===== config.mk =====
export PLATFORM = sky130hd
export DESIGN_NAME = axi4lite_cmd_master
export DESIGN_NICKNAME = d
export VERILOG_FILES = /design/src/rtl/cep_axil_pkg.sv /design/src/rtl/axi4lite_cmd_master.sv
export SDC_FILE = /design/constraint.sdc
export NUM_CORES = 1
export LEC_CHECK = 0
export CAP_MARGIN = 20
export CORE_MARGIN = 10
export CORE_UTILIZATION = 31
export DETAILED_ROUTE_END_ITERATION = 12
export GPL_ROUTABILITY_DRIVEN = 0
export SLEW_MARGIN = 30
export SYNTH_ARGS = -nofsm -noshare
export SYNTH_HDL_FRONTEND = slang
export SYNTH_SLANG_ARGS = --single-unit

===== constraint.sdc =====
create_clock -name clk_i -period 2.1 [get_ports clk_i]
set_input_delay 0.42 -clock clk_i [delete_from_list [all_inputs] [get_ports clk_i]]
set_output_delay 0.42 -clock clk_i [all_outputs]
set_load 0.01 [all_outputs]

===== src/rtl/cep_axil_pkg.sv =====
// Shared FSM state type and AXI response codes for the AXI4-Lite command master.
package cep_axil_pkg;

  typedef enum logic [2:0] {
    IDLE    = 3'd0,
    WR      = 3'd1,
    WR_RESP = 3'd2,
    RD_ADDR = 3'd3,
    RD_DATA = 3'd4,
    RSP     = 3'd5
  } state_t;

  localparam logic [1:0] RESP_OKAY   = 2'b00;
  localparam logic [1:0] RESP_EXOKAY = 2'b01;
  localparam logic [1:0] RESP_SLVERR = 2'b10;
  localparam logic [1:0] RESP_DECERR = 2'b11;

endpackage


===== src/rtl/axi4lite_cmd_master.sv =====
// Single-outstanding AXI4-Lite master driven by a simple command/response port.
//
// state   | meaning
// --------+--------------------------------------------------------------
// IDLE    | ready for a command (cmd_ready_o high once out of reset)
// WR      | AW and/or W still pending; each valid drops after its own handshake
// WR_RESP | waiting for B (b_ready_o high)
// RD_ADDR | AR pending (ar_valid_o high)
// RD_DATA | waiting for R (r_ready_o high)
// RSP     | response presented, held until rsp_ready_i
module axi4lite_cmd_master
  import cep_axil_pkg::*;
#(
  parameter int ADDR_WIDTH = 32,
  parameter int DATA_WIDTH = 32,
  parameter int LAT_WIDTH  = 16
) (
  input  logic                    clk_i,
  input  logic                    rst_ni,
  input  logic                    cmd_valid_i,
  output logic                    cmd_ready_o,
  input  logic                    cmd_we_i,
  input  logic [ADDR_WIDTH-1:0]   cmd_addr_i,
  input  logic [DATA_WIDTH-1:0]   cmd_wdata_i,
  input  logic [DATA_WIDTH/8-1:0] cmd_strb_i,
  output logic                    rsp_valid_o,
  input  logic                    rsp_ready_i,
  output logic [DATA_WIDTH-1:0]   rsp_rdata_o,
  output logic [1:0]              rsp_resp_o,
  output logic [LAT_WIDTH-1:0]    rsp_lat_o,
  output logic                    aw_valid_o,
  input  logic                    aw_ready_i,
  output logic [ADDR_WIDTH-1:0]   aw_addr_o,
  output logic                    w_valid_o,
  input  logic                    w_ready_i,
  output logic [DATA_WIDTH-1:0]   w_data_o,
  output logic [DATA_WIDTH/8-1:0] w_strb_o,
  input  logic                    b_valid_i,
  output logic                    b_ready_o,
  input  logic [1:0]              b_resp_i,
  output logic                    ar_valid_o,
  input  logic                    ar_ready_i,
  output logic [ADDR_WIDTH-1:0]   ar_addr_o,
  input  logic                    r_valid_i,
  output logic                    r_ready_o,
  input  logic [DATA_WIDTH-1:0]   r_data_i,
  input  logic [1:0]              r_resp_i
);

  state_t                  state;
  state_t                  state_nxt;
  logic                    init_done;
  logic                    aw_pend;
  logic                    w_pend;
  logic [ADDR_WIDTH-1:0]   addr_reg;
  logic [DATA_WIDTH-1:0]   wdata_reg;
  logic [DATA_WIDTH/8-1:0] strb_reg;
  logic [LAT_WIDTH-1:0]    lat_cnt;
  logic [LAT_WIDTH-1:0]    lat_inc;
  logic [DATA_WIDTH-1:0]   rdata_reg;
  logic [1:0]              resp_reg;
  logic [LAT_WIDTH-1:0]    lat_reg;

  logic cmd_acc;
  logic aw_hs;
  logic w_hs;
  logic b_hs;
  logic ar_hs;
  logic r_hs;
  logic rsp_hs;
  logic busy;

  // cmd_ready is gated by init_done so it stays low through reset and
  // rises on the first clock edge after release.
  assign cmd_ready_o = (state == IDLE) && init_done;
  assign aw_valid_o  = aw_pend;
  assign w_valid_o   = w_pend;
  assign aw_addr_o   = addr_reg;
  assign w_data_o    = wdata_reg;
  assign w_strb_o    = strb_reg;
  assign b_ready_o   = (state == WR_RESP);
  assign ar_valid_o  = (state == RD_ADDR);
  assign ar_addr_o   = addr_reg;
  assign r_ready_o   = (state == RD_DATA);
  assign rsp_valid_o = (state == RSP);
  assign rsp_rdata_o = rdata_reg;
  assign rsp_resp_o  = resp_reg;
  assign rsp_lat_o   = lat_reg;

  assign cmd_acc = cmd_valid_i && cmd_ready_o;
  assign aw_hs   = aw_valid_o && aw_ready_i;
  assign w_hs    = w_valid_o && w_ready_i;
  assign b_hs    = b_valid_i && b_ready_o;
  assign ar_hs   = ar_valid_o && ar_ready_i;
  assign r_hs    = r_valid_i && r_ready_o;
  assign rsp_hs  = rsp_valid_o && rsp_ready_i;
  assign busy    = (state == WR) || (state == WR_RESP) ||
                   (state == RD_ADDR) || (state == RD_DATA);

  // Saturating increment; also the value latched at the B/R handshake so the
  // handshake cycle itself is counted.
  assign lat_inc = (&lat_cnt) ? lat_cnt : lat_cnt + LAT_WIDTH'(1);

  // State register and post-reset ready enable.
  always_ff @(posedge clk_i or negedge rst_ni) begin
    if (!rst_ni) begin
      state     <= IDLE;
      init_done <= 1'b0;
    end else begin
      state     <= state_nxt;
      init_done <= 1'b1;
    end
  end

  // Next-state decode.
  always_comb begin
    state_nxt = state;
    case (state)
      IDLE: begin
        if (cmd_acc) state_nxt = cmd_we_i ? WR : RD_ADDR;
      end
      WR: begin
        if ((aw_hs || !aw_pend) && (w_hs || !w_pend)) state_nxt = WR_RESP;
      end
      WR_RESP: begin
        if (b_hs) state_nxt = RSP;
      end
      RD_ADDR: begin
        if (ar_hs) state_nxt = RD_DATA;
      end
      RD_DATA: begin
        if (r_hs) state_nxt = RSP;
      end
      RSP: begin
        if (rsp_hs) state_nxt = IDLE;
      end
      default: state_nxt = IDLE;
    endcase
  end

  // Command capture and independent AW/W pending flags.
  always_ff @(posedge clk_i or negedge rst_ni) begin
    if (!rst_ni) begin
      addr_reg  <= '0;
      wdata_reg <= '0;
      strb_reg  <= '0;
      aw_pend   <= 1'b0;
      w_pend    <= 1'b0;
    end else if (cmd_acc) begin
      addr_reg  <= cmd_addr_i;
      wdata_reg <= cmd_wdata_i;
      strb_reg  <= cmd_strb_i;
      aw_pend   <= cmd_we_i;
      w_pend    <= cmd_we_i;
    end else begin
      if (aw_hs) aw_pend <= 1'b0;
      if (w_hs)  w_pend  <= 1'b0;
    end
  end

  // Latency counter: cleared on accept, counts busy cycles, saturates.
  always_ff @(posedge clk_i or negedge rst_ni) begin
    if (!rst_ni) begin
      lat_cnt <= '0;
    end else if (cmd_acc) begin
      lat_cnt <= '0;
    end else if (busy) begin
      lat_cnt <= lat_inc;
    end
  end

  // Response capture on the B or R handshake; writes return zero data.
  always_ff @(posedge clk_i or negedge rst_ni) begin
    if (!rst_ni) begin
      rdata_reg <= '0;
      resp_reg  <= RESP_OKAY;
      lat_reg   <= '0;
    end else if (b_hs) begin
      rdata_reg <= '0;
      resp_reg  <= b_resp_i;
      lat_reg   <= lat_inc;
    end else if (r_hs) begin
      rdata_reg <= r_data_i;
      resp_reg  <= r_resp_i;
      lat_reg   <= lat_inc;
    end
  end

endmodule


==> impl_metrics.toml <==
[run_status]
outcome = "finished, final reports clean"

[grt]
grt_usage_pct = 15.4
grt_util_met2_pct = 24.8
grt_pass1_vias = 5369
antenna_found_initial = 0
grt_pass1_wl_mm = 32.0
busiest_layer = "met2"
grt-ovfl-total = 0
grt_max_degree = 71
use_met1_pct = 18.9
use_met3_pct = 5.44

[setup_path]
criticalPathCategory = "reg -> out"
end_kind = "output port"
startpoint_type = "flip-flop"
cp.arrival_ns = 1.58
r2r_slack_ns = 0.21
crit_fanout = 5
cp.required_ns = 1.68

[sta]
worst_slew_pin_slew_ns = 0.587
skew_ns = 0.00902
setup_violations = 0
max_freq_ghz = 0.500
hold_viol = 0
fin_crit_ns = 2.00
grt_setup_unrepaired = "false"
relSlewSlack_pct = 60.9
whs_ns = 0.455
drv_slew = 0
fin_setup_tns_ns = 0
fin_crit_sh_pct = 95.3

[drt]
vias = 5275
antenna_left = 0
remaining_drc_errors = 0
wl_per_cell_um = 17.7
drt-initial-drc-count = 349
postRouteWirelength_mm = 20.3
vias_per_cell = 4.59
drt_pre_antenna_iters = 4

[synth]
synthCells = 633
syn_nets = 748
ys.warnings.count = 0
netlist_area_mm2 = 0.00620
synthFlopType = "dfrtp_1"
synthArstFlopShare_pct = 100
syn_area_per_cell_um2 = 9.80
synth_edf_count = 0
synth_seq_cells = 140
yosysSeqAreaShare_pct = 56.5
synth_cell_types = 56

[placement]
portBuffers = 270
placed_area_mm2 = 0.00904
dp_hpwl_mm = 15.2

[floorplanning]
core_mm2 = 0.0196
start_util_pct = 31.7
die-height_um = 161
die-area_mm2 = 0.0261
num_rows = 51
die_w_um = 161
ioPinCount = 271

[power]
leakage_uw = 0.00437
peakVddDrop_mv = 0.556
power_density_mw_per_mm2 = 1450

[clock_tree]
cts_buffers = 17
clockRootBuffer = "clkbuf_16"
h-tree-depth = 4
clk_pin_slew_ns = 0.06
cts_sinks = 140
cts_tree = "yes"
postCtsSetupBuffers = 0
clk_latency_ns = 0.42
cts_buffer_depth = 2

[min_path]
hold_path.class = "in -> async"

[run]
cap_violations = 0

[layout]
final_util_pct = 49.2
fin_area_mm2 = 0.00964
drive_above_1_share_pct = 8.82
nNetsFinal = 987
syn2layout_area_growth_pct = 55.4
antennaDiodeCount = 0
cell families (layout without fill, tap and decap cells):
group / after synthesis / after routing / synth area share, %
AND/OR/NAND/NOR: 305 / 305 / 22.1
multiplexers: 4 / 4 / 0.665
flip-flops: 140 / 140 / 56.5
XOR/XNOR: 11 / 11 / 1.55
AO/OA/AOI/OAI: 96 / 96 / 11.5
buffers and inverters: 75 / 326 / 7.48
adder cells (fa/ha/maj): 1 / 1 / 0.202
other: 1 / 1 / 0.0604
power breakdown:
group / leakage, uW / switching, uW / internal, uW
clock network: 0.000275 / 1250 / 1770
registers: 0.00179 / 881 / 3820
logic: 0.00230 / 2850 / 3430
metal layers:
metal	vias up	share of wire [%]
li1	2558	-
met1	2513	44
met2	185	47
met3	19	8.0
met4	0	1.3
met5	-	0
layout make-up:
cell class / count / area (um2)
tap: 265 / 332
fill: 1831 / 9950
multi-input combinational: 418 / 2250
clock buffer: 17 / 425
timing repair buffer: 289 / 2940
inverter: 6 / 22.5
clock inverter: 14 / 159
sequential: 140 / 3510
critical path, stage by stage (launching register included):
cell           delay, ns
dfrtp_2             0.46
buf_4               0.17
inv_1               0.07
and3_1              0.15
dlygate4sd2_1       0.31
through the flow:
stage               worst slack [ns]  instances  power, uW
floorplan                      0.300        633       7620
global placement               0.186       1117      11000
detailed placement             0.140       1117      11100
CTS                           0.0631       1149      14200
global route                  0.0196       1149      14900
finish                        0.0986       1149      14000
synth_stat cells (2+ instances only):
master | instances | area, um2
nand2_1 | 232 | 871
dfrtp_1 | 140 | 3500
a22o_1 | 35 | 307
buf_4 | 34 | 255
nor2_1 | 22 | 82.6
buf_2 | 16 | 80.1
o21ai_0 | 15 | 75.1
a21oi_1 | 13 | 65.1
clkbuf_1 | 9 | 33.8
a31oi_1 | 8 | 50.1
and3_1 | 8 | 50.1
xnor2_1 | 8 | 70.1
inv_1 | 6 | 22.5
nand3_1 | 6 | 30.0
nor3_1 | 6 | 30.0
a311oi_1 | 5 | 43.8
a21o_1 | 4 | 30.0
buf_6 | 4 | 45.0
clkbuf_2 | 4 | 20.0
o31ai_1 | 4 | 30.0
mux2i_1 | 3 | 30.0
nand2b_1 | 3 | 18.8
nand3_4 | 3 | 52.6
nor3_2 | 3 | 30.0
nor4_1 | 3 | 18.8
xor2_1 | 3 | 26.3
a211oi_1 | 2 | 15.0
a22oi_1 | 2 | 15.0
and2_1 | 2 | 12.5
buf_1 | 2 | 7.51
nand4_1 | 2 | 12.5
nor2_2 | 2 | 12.5
registers in the layout, summed over array words and instances (netlist names):
name,cells
init_done,1
w_data_o,32
rsp_resp_o,2
lat_cnt,16
w_strb_o,4
aw_valid_o,1
ar_addr_o,32
rsp_rdata_o,32
state,3
w_valid_o,1
rsp_lat_o,16
worst paths after layout:
| path | start | cells after the start | to |
|---|---|---|---|
| max in group asynchronous | rst_ni | 3 | w_data_o[18]$_DFFE_PN0N_ |
| hold / removal | rst_ni | 2 | rsp_rdata_o[21]$_DFFE_PN0P_ |
| setup / recovery | state[1]$_DFFE_PN0P_ | 4 | rsp_valid_o |
| hold reg to reg | w_data_o[24]$_DFFE_PN0N_ | 2 | w_data_o[24]$_DFFE_PN0N_ |
| min in group clk_i | w_data_o[24]$_DFFE_PN0N_ | 2 | w_data_o[24]$_DFFE_PN0N_ |
| setup reg to reg | lat_cnt[1]$_DFFE_PN0P_ | 6 | lat_cnt[5]$_DFFE_PN0P_ |
layout by cell type (no fill, tap or decap), types with 4 or more instances in the layout:
master	netlist	layout
clkdlybuf4s50_1	0	264
nand2_1	232	231
dfrtp_1	140	138
a22o_1	35	35
nor2_1	22	22
clkbuf_16	0	17
o21ai_0	15	15
a21oi_1	13	13
buf_4	34	10
and3_1	8	8
a31oi_1	8	8
xnor2_1	8	8
buf_12	0	8
inv_1	6	6
nor3_1	6	6
nand3_1	6	6
a311oi_1	5	5
inv_6	0	5
dlygate4sd2_1	0	5
o31ai_1	4	4
a21o_1	4	4
clkinvlp_4	0	4
timing repair:
| item | 4_1_cts | 5_1_grt |
|---|---|---|
| endpoints found under the hold margin | 32 | 0 |
| resized for setup | 8 | 2 |
| setup endpoints to repair | 5 | 5 |
| hold buffers | 1 | 0 |
No activity file was read; power rests on OpenSTA's default activity.
